[config.mk]
export PLATFORM = sky130hd
export DESIGN_NAME = conv_3x3_weight_streamer
export DESIGN_NICKNAME = d
export VERILOG_FILES = /design/src/rtl/conv_3x3_weight_streamer_pkg.sv /design/src/rtl/conv_3x3_weight_credit_counter.sv /design/src/rtl/conv_3x3_weight_streamer.sv
export SDC_FILE = /design/constraint.sdc
export NUM_CORES = 1
export LEC_CHECK = 0
export CAP_MARGIN = 20
export CORE_MARGIN = 2
export CORE_UTILIZATION = 42
export CTS_CLUSTER_DIAMETER = 30
export DETAILED_ROUTE_END_ITERATION = 10
export GPL_TIMING_DRIVEN = 0
export HOLD_SLACK_MARGIN = 0.15
export PLACE_DENSITY_LB_ADDON = 0.3
export SETUP_SLACK_MARGIN = 0.3
export SLEW_MARGIN = 10
export SYNTH_ARGS = -nofsm -noshare
export SYNTH_HDL_FRONTEND = slang
export SYNTH_SLANG_ARGS = --single-unit
[constraint.sdc]
create_clock -name clk -period 6.1 [get_ports clk]
set_input_delay 0.915 -clock clk [delete_from_list [all_inputs] [get_ports clk]]
set_output_delay 0.915 -clock clk [all_outputs]
set_load 0.01 [all_outputs]
[src/rtl/conv_3x3_weight_streamer_pkg.sv]
// rtl/conv_3x3_weight_streamer_pkg.sv - shared constants and FSM encoding for the 3x3 weight streamer
package conv_3x3_weight_streamer_pkg;

    localparam int KERNEL_SIZE    = 9;
    localparam int DATA_WIDTH_DEF = 32;

    typedef enum logic [1:0] {
        ST_IDLE   = 2'd0,
        ST_WAIT_K = 2'd1,
        ST_SEND   = 2'd2,
        ST_GAP    = 2'd3
    } state_e;

endpackage

[src/rtl/conv_3x3_weight_credit_counter.sv]
// rtl/conv_3x3_weight_credit_counter.sv - stored-kernel credit tracking and load_weights strobe
module conv_3x3_weight_credit_counter #(
    parameter int FIFO_DEPTH   = 16,
    parameter int CREDIT_WIDTH = 5
) (
    input  logic clk,
    input  logic reset,
    input  logic in_flight_set_i,
    input  logic burst_end_i,
    input  logic weight_req_i,
    output logic load_weights_o,
    output logic space_next_o
);

    localparam logic [CREDIT_WIDTH:0]   DEPTH_C = (CREDIT_WIDTH + 1)'(FIFO_DEPTH);
    localparam logic [CREDIT_WIDTH-1:0] ONE_C   = CREDIT_WIDTH'(1);

    logic [CREDIT_WIDTH-1:0] credit_q, credit_d;
    logic                    in_flight_q, in_flight_d;
    logic                    load_q, load_d;

    always_comb begin
        credit_d = credit_q;
        if (burst_end_i && !load_q) begin
            credit_d = credit_q + ONE_C;
        end else if (!burst_end_i && load_q) begin
            credit_d = credit_q - ONE_C;
        end

        in_flight_d = in_flight_q;
        if (in_flight_set_i) begin
            in_flight_d = 1'b1;
        end else if (burst_end_i) begin
            in_flight_d = 1'b0;
        end

        // The !load_q term keeps strobes at least one cycle apart while the decrement lands.
        load_d = weight_req_i && (credit_q != '0) && !load_q;
    end

    // Look-ahead so the registered kernel_ready reflects next cycle's occupancy.
    assign space_next_o = ({1'b0, credit_d} + {{CREDIT_WIDTH{1'b0}}, in_flight_d}) < DEPTH_C;

    always_ff @(posedge clk) begin
        if (reset) begin
            credit_q    <= '0;
            in_flight_q <= 1'b0;
            load_q      <= 1'b0;
        end else begin
            credit_q    <= credit_d;
            in_flight_q <= in_flight_d;
            load_q      <= load_d;
        end
    end

    assign load_weights_o = load_q;

endmodule

[src/rtl/conv_3x3_weight_streamer.sv]
// rtl/conv_3x3_weight_streamer.sv - serializes parallel 3x3 kernels into 9-word bursts for the weight buffer
module conv_3x3_weight_streamer
    import conv_3x3_weight_streamer_pkg::*;
#(
    parameter int DATA_WIDTH        = DATA_WIDTH_DEF,
    parameter int CNT_WIDTH_KERNELS = 10,
    parameter int FIFO_DEPTH        = 16,
    parameter int CREDIT_WIDTH      = 5,
    parameter int INTER_KERNEL_GAP  = 1,
    parameter int GAP_CNT_WIDTH     = 4
) (
    input  logic                         clk,
    input  logic                         reset,
    input  logic                         start,
    input  logic [CNT_WIDTH_KERNELS-1:0] num_kernels,
    input  logic                         kernel_valid,
    input  logic [DATA_WIDTH-1:0]        kernel_in_00,
    input  logic [DATA_WIDTH-1:0]        kernel_in_01,
    input  logic [DATA_WIDTH-1:0]        kernel_in_02,
    input  logic [DATA_WIDTH-1:0]        kernel_in_03,
    input  logic [DATA_WIDTH-1:0]        kernel_in_04,
    input  logic [DATA_WIDTH-1:0]        kernel_in_05,
    input  logic [DATA_WIDTH-1:0]        kernel_in_06,
    input  logic [DATA_WIDTH-1:0]        kernel_in_07,
    input  logic [DATA_WIDTH-1:0]        kernel_in_08,
    output logic                         kernel_ready,
    input  logic                         weight_req,
    output logic [DATA_WIDTH-1:0]        out,
    output logic                         valid_out,
    output logic                         load_weights,
    output logic                         busy,
    output logic                         done
);

    localparam logic [3:0]                   LAST_IDX = 4'(KERNEL_SIZE - 1);
    localparam logic [GAP_CNT_WIDTH-1:0]     GAP_LAST = GAP_CNT_WIDTH'(INTER_KERNEL_GAP - 1);
    localparam logic [CNT_WIDTH_KERNELS-1:0] ONE_K    = CNT_WIDTH_KERNELS'(1);
    localparam logic [GAP_CNT_WIDTH-1:0]     ONE_G    = GAP_CNT_WIDTH'(1);

    state_e                         state_q, state_d;
    logic [CNT_WIDTH_KERNELS-1:0]   num_q, num_d;
    logic [CNT_WIDTH_KERNELS-1:0]   sent_q, sent_d;
    logic [3:0]                     idx_q, idx_d;
    logic [GAP_CNT_WIDTH-1:0]       gap_q, gap_d;
    logic                           last_word_q, last_word_d;
    logic [DATA_WIDTH-1:0]          words_q [KERNEL_SIZE];
    logic [DATA_WIDTH-1:0]          words_in [KERNEL_SIZE];

    logic [DATA_WIDTH-1:0]          out_q, out_d;
    logic                           valid_q, valid_d;
    logic                           kr_q, kr_d;
    logic                           busy_q, busy_d;
    logic                           done_q, done_d;

    logic                           accept;
    logic                           start_ok;
    logic                           space_next;

    assign words_in[0] = kernel_in_00;
    assign words_in[1] = kernel_in_01;
    assign words_in[2] = kernel_in_02;
    assign words_in[3] = kernel_in_03;
    assign words_in[4] = kernel_in_04;
    assign words_in[5] = kernel_in_05;
    assign words_in[6] = kernel_in_06;
    assign words_in[7] = kernel_in_07;
    assign words_in[8] = kernel_in_08;

    // busy_q still high while the final word is on the bus keeps a new start out until done.
    assign start_ok    = (state_q == ST_IDLE) && start && !busy_q;
    assign accept      = (state_q == ST_WAIT_K) && kernel_valid && kr_q;
    assign last_word_d = (state_q == ST_SEND) && (idx_q == LAST_IDX);

    conv_3x3_weight_credit_counter #(
        .FIFO_DEPTH   (FIFO_DEPTH),
        .CREDIT_WIDTH (CREDIT_WIDTH)
    ) u_credit (
        .clk             (clk),
        .reset           (reset),
        .in_flight_set_i (last_word_d),
        .burst_end_i     (last_word_q),
        .weight_req_i    (weight_req),
        .load_weights_o  (load_weights),
        .space_next_o    (space_next)
    );

    always_ff @(posedge clk) begin
        if (reset) begin
            state_q     <= ST_IDLE;
            num_q       <= '0;
            sent_q      <= '0;
            idx_q       <= '0;
            gap_q       <= '0;
            last_word_q <= 1'b0;
        end else begin
            state_q     <= state_d;
            num_q       <= num_d;
            sent_q      <= sent_d;
            idx_q       <= idx_d;
            gap_q       <= gap_d;
            last_word_q <= last_word_d;
        end
    end

    // Word 00 leaves straight from the input on acceptance, so SEND starts at index 1.
    always_comb begin
        state_d = state_q;
        num_d   = num_q;
        sent_d  = sent_q;
        idx_d   = idx_q;
        gap_d   = gap_q;
        unique case (state_q)
            ST_IDLE: begin
                if (start_ok && (num_kernels != '0)) begin
                    num_d   = num_kernels;
                    sent_d  = '0;
                    state_d = ST_WAIT_K;
                end
            end
            ST_WAIT_K: begin
                if (accept) begin
                    idx_d   = 4'd1;
                    state_d = ST_SEND;
                end
            end
            ST_SEND: begin
                if (idx_q == LAST_IDX) begin
                    sent_d = sent_q + ONE_K;
                    gap_d  = '0;
                    if ((sent_q + ONE_K) == num_q) begin
                        state_d = ST_IDLE;
                    end else begin
                        state_d = ST_GAP;
                    end
                end else begin
                    idx_d = idx_q + 4'd1;
                end
            end
            ST_GAP: begin
                if (gap_q == GAP_LAST) begin
                    state_d = ST_WAIT_K;
                end else begin
                    gap_d = gap_q + ONE_G;
                end
            end
            default: state_d = ST_IDLE;
        endcase
    end

    always_comb begin
        out_d   = out_q;
        valid_d = 1'b0;
        done_d  = 1'b0;
        busy_d  = busy_q;
        kr_d    = (state_d == ST_WAIT_K) && space_next;
        if (start_ok) begin
            if (num_kernels != '0) begin
                busy_d = 1'b1;
            end else begin
                done_d = 1'b1;
            end
        end
        if (accept) begin
            out_d   = kernel_in_00;
            valid_d = 1'b1;
        end
        if (state_q == ST_SEND) begin
            out_d   = words_q[idx_q];
            valid_d = 1'b1;
        end
        if (last_word_q && (state_q == ST_IDLE)) begin
            done_d = 1'b1;
            busy_d = 1'b0;
        end
    end

    always_ff @(posedge clk) begin
        if (accept) begin
            words_q <= words_in;
        end
    end

    always_ff @(posedge clk) begin
        if (reset) begin
            out_q   <= '0;
            valid_q <= 1'b0;
            kr_q    <= 1'b0;
            busy_q  <= 1'b0;
            done_q  <= 1'b0;
        end else begin
            out_q   <= out_d;
            valid_q <= valid_d;
            kr_q    <= kr_d;
            busy_q  <= busy_d;
            done_q  <= done_d;
        end
    end

    assign out          = out_q;
    assign valid_out    = valid_q;
    assign kernel_ready = kr_q;
    assign busy         = busy_q;
    assign done         = done_q;

endmodule

==> flow_metrics.tcl <==
set metrics [dict create \
    final_net_count 1633 \
    synth-compound-area-share 0.0632 \
    finalCritPeriodShare 0.600 \
    syn_area_um2 14500 \
    syn_nets 1207 \
    drive_gt1_frac 0.186 \
    worst_slew_pin_slew_ns 0.758 \
    overflow 0 \
    antenna_found_initial 11 \
    routed_wl_mm 40.8 \
    yosys-mux-area-fraction 0.127 \
    drv_cap 0 \
    insertion_delay_ns 0.58 \
    drt_iter0_drc 620 \
    drcViolationCount 0 \
    synthAdderAreaFrac 0.00688 \
    yosys.cell_types.count 54 \
    seq_area_frac_synth 0.697 \
    async_flop_share 0 \
    maxSlewViolCount 0 \
    ys_ff_latch 362 \
    start_util 0.424 \
    worst-setup-path-type "in -> reg" \
    synth_top_area_share 0.595 \
    ys_top_cells_by_area "edfxtp_1, dfxtp_1, mux4_2, mux2i_1, nand2_1" \
    setup_viol 0 \
    synth_top_family_by_area "multiplexers" \
    whs_path_depth 2 \
    cts.sinks 362 \
    ios 340 \
    cp_max_fo 122 \
    cp.required_ns 6.30 \
    synthCells 896 \
    core_area_um2 34300 \
    synth_xor_area_frac 0.0114 \
    fin_crit_ns 3.66 \
    synth.most_common_cell "edfxtp_1" \
    clock_tree.root_cell "clkbuf_16" \
    grt_use_total 0.226 \
    preCtsSetupSlack_ns 1.80 \
    grt_pass1_vias 10200 \
    hpwl_mm 27.5 \
    clk_pin_slew_ns 0.05 \
    dieHeight_um 190 \
    synth.largest_area_cell "edfxtp_1" \
    hold_viol 0 \
    htreeDepth 3 \
    viasPerCell 5.20 \
    vdd.ir_drop.worst_uv 313 \
    ys_top_cells_by_count "edfxtp_1, nand2_1, nor2_1, dfxtp_1, mux4_2" \
    maxSlewHeadroom 0.494 \
    ant_nets 0 \
    startpoint_type "input port" \
    wl_per_cell_um 22.0 \
    fin_skew_ns 0.0141 \
    rsz0062_at_grt "no" \
    holdCritPathClass "reg -> reg" \
    finalPower_mw 7.71 \
    yosys_warnings 0 \
    numCtsBuffers 84 \
    post_cts_buffers 0 \
    reg2regPathDepth 5 \
    hold_buffers 0 \
    fp-row-count 68 \
    cts_tree "done" \
    dieArea_um2 36100 \
    post_cts_resize_count 0 \
    synthFlopType "edfxtp_1" \
    p_leak_nw 7.06 \
    grt_pass1_wl_mm 60.0 \
    grt_max_degree 123 \
    syn_to_final_growth_pct 46.9 \
    cp.arrival_ns 3.86 \
    fmax_mhz 273 \
    status "finished, final reports clean" \
    synth_edf_count 288 \
    place_congestion 0.841 \
    first_pass_iters 8 \
    die_w_um 190 \
    numPortBuffers 338 \
    fin_ws_ns 2.44 \
    pwr_density_cell_nw_per_um2 361 \
    vias 9629 \
    yosys.area_share.simple 0.0684 \
    clockBufferDepth 3 \
    endpoint_kind "flip-flop" \
    avgSynthCellArea_um2 16.2 \
]
[state kept, by name, summed over array words and instances, names as in the netlist]
signal                   cells
words_q                    288
out                         32
num_q                       10
sent_q                      10
u_credit.credit_q            5
gap_q                        4
idx_q                        4
state_q                      2
busy                         1
done                         1
kernel_ready                 1
last_word_q                  1
u_credit.in_flight_q         1
u_credit.load_weights_o      1
valid_out                    1
[critical path, stage by stage]
cell,delay (ns)
clkdlybuf4s50_1,0.50
nand4b_1,0.60
inv_2,0.25
buf_8,0.57
buf_16,0.38
buf_16,0.41
[per-layer routing]
metal  up-vias  GRT usage  wire [um]
li1       4421          -          -
met1      4727      0.268      16100
met2       385      0.382      20200
met3        84     0.0701       3240
met4        12     0.0933       1130
met5         -          0         80
[report_power, final]
group | total (mW) | switching [mW] | leakage, nW | internal [mW]
Sequential | 2.80 | 0.0396 | 3.20 | 2.76
Combinational | 0.539 | 0.219 | 2.52 | 0.320
Clock | 4.36 | 1.37 | 1.34 | 2.99
[logic make-up (layout without fill, tap and decap cells)]
family,count (synthesis),in the layout
XOR/XNOR,19,19
AND/OR/NAND/NOR,214,214
adder cells (fa/ha/maj),8,8
flip-flops,362,362
multiplexers,105,105
AO/OA/AOI/OAI,120,120
buffers and inverters,68,563
other,0,7
[final cells by class]
cell class / instances / area [um2]
fill: 2517 / 12900
sequential: 362 / 10100
multi-input combinational: 466 / 4030
timing repair buffer: 340 / 3440
clock buffer: 100 / 2260
tap: 455 / 569
clock inverter: 55 / 536
buffer: 60 / 360
inverter: 8 / 30.0
antenna: 7 / 17.5
[through the flow]
stage | hold slack (ns) | area [um2] | util | setup TNS (ns) | instances
final | 0.487 | 21400 | 0.623 | 0 | 1853
after global routing | 0.510 | 21400 | 0.623 | 0 | 1849
after CTS | 0.488 | 21400 | 0.623 | 0 | 1846
after detailed placement | 0.479 | 18600 | 0.541 | 0 | 1691
after global placement | 0.472 | 18500 | 0.539 | -439.64 | 1689
after floorplan | 0.461 | 14500 | - | 0 | 896
[final timing paths]
path,startpoint,endpoint,slack [ns]
hold reg to reg,out[20]$_SDFFE_PP0P_,out[20]$_SDFFE_PP0P_,0.49
setup reg to reg,state_q[1]$_SDFF_PP0_,words_q[126]$_DFFE_PP_,2.81
hold / removal,out[20]$_SDFFE_PP0P_,out[20]$_SDFFE_PP0P_,0.49
setup / recovery,kernel_valid,words_q[126]$_DFFE_PP_,2.44
[cells in the final DEF, fill, tap and decap left out, types with 3 or more instances in the layout]
cell type,count
clkbuf_16,87
edfxtp_1,288
nand2_1,80
nand2b_1,4
xnor2_1,11
clkdlybuf4s50_1,338
clkbuf_1,29
clkinvlp_4,13
dfxtp_1,74
xor2_1,8
nor3_1,11
clkbuf_8,3
a211oi_1,26
a31oi_1,4
inv_6,3
bufinv_16,9
clkinv_1,10
mux2i_1,40
nor2_1,75
diode_2,7
buf_6,3
a211oi_2,10
a311oi_1,32
nor4_1,6
nor4b_1,3
clkinv_2,19
nand3b_1,5
mux4_2,64
nand3_1,5
inv_1,7
buf_2,20
o21ai_0,9
nor2b_1,3
ha_1,8
buf_4,13
nand4_1,6
a21oi_1,29
Power figures use the tool's default switching activity.
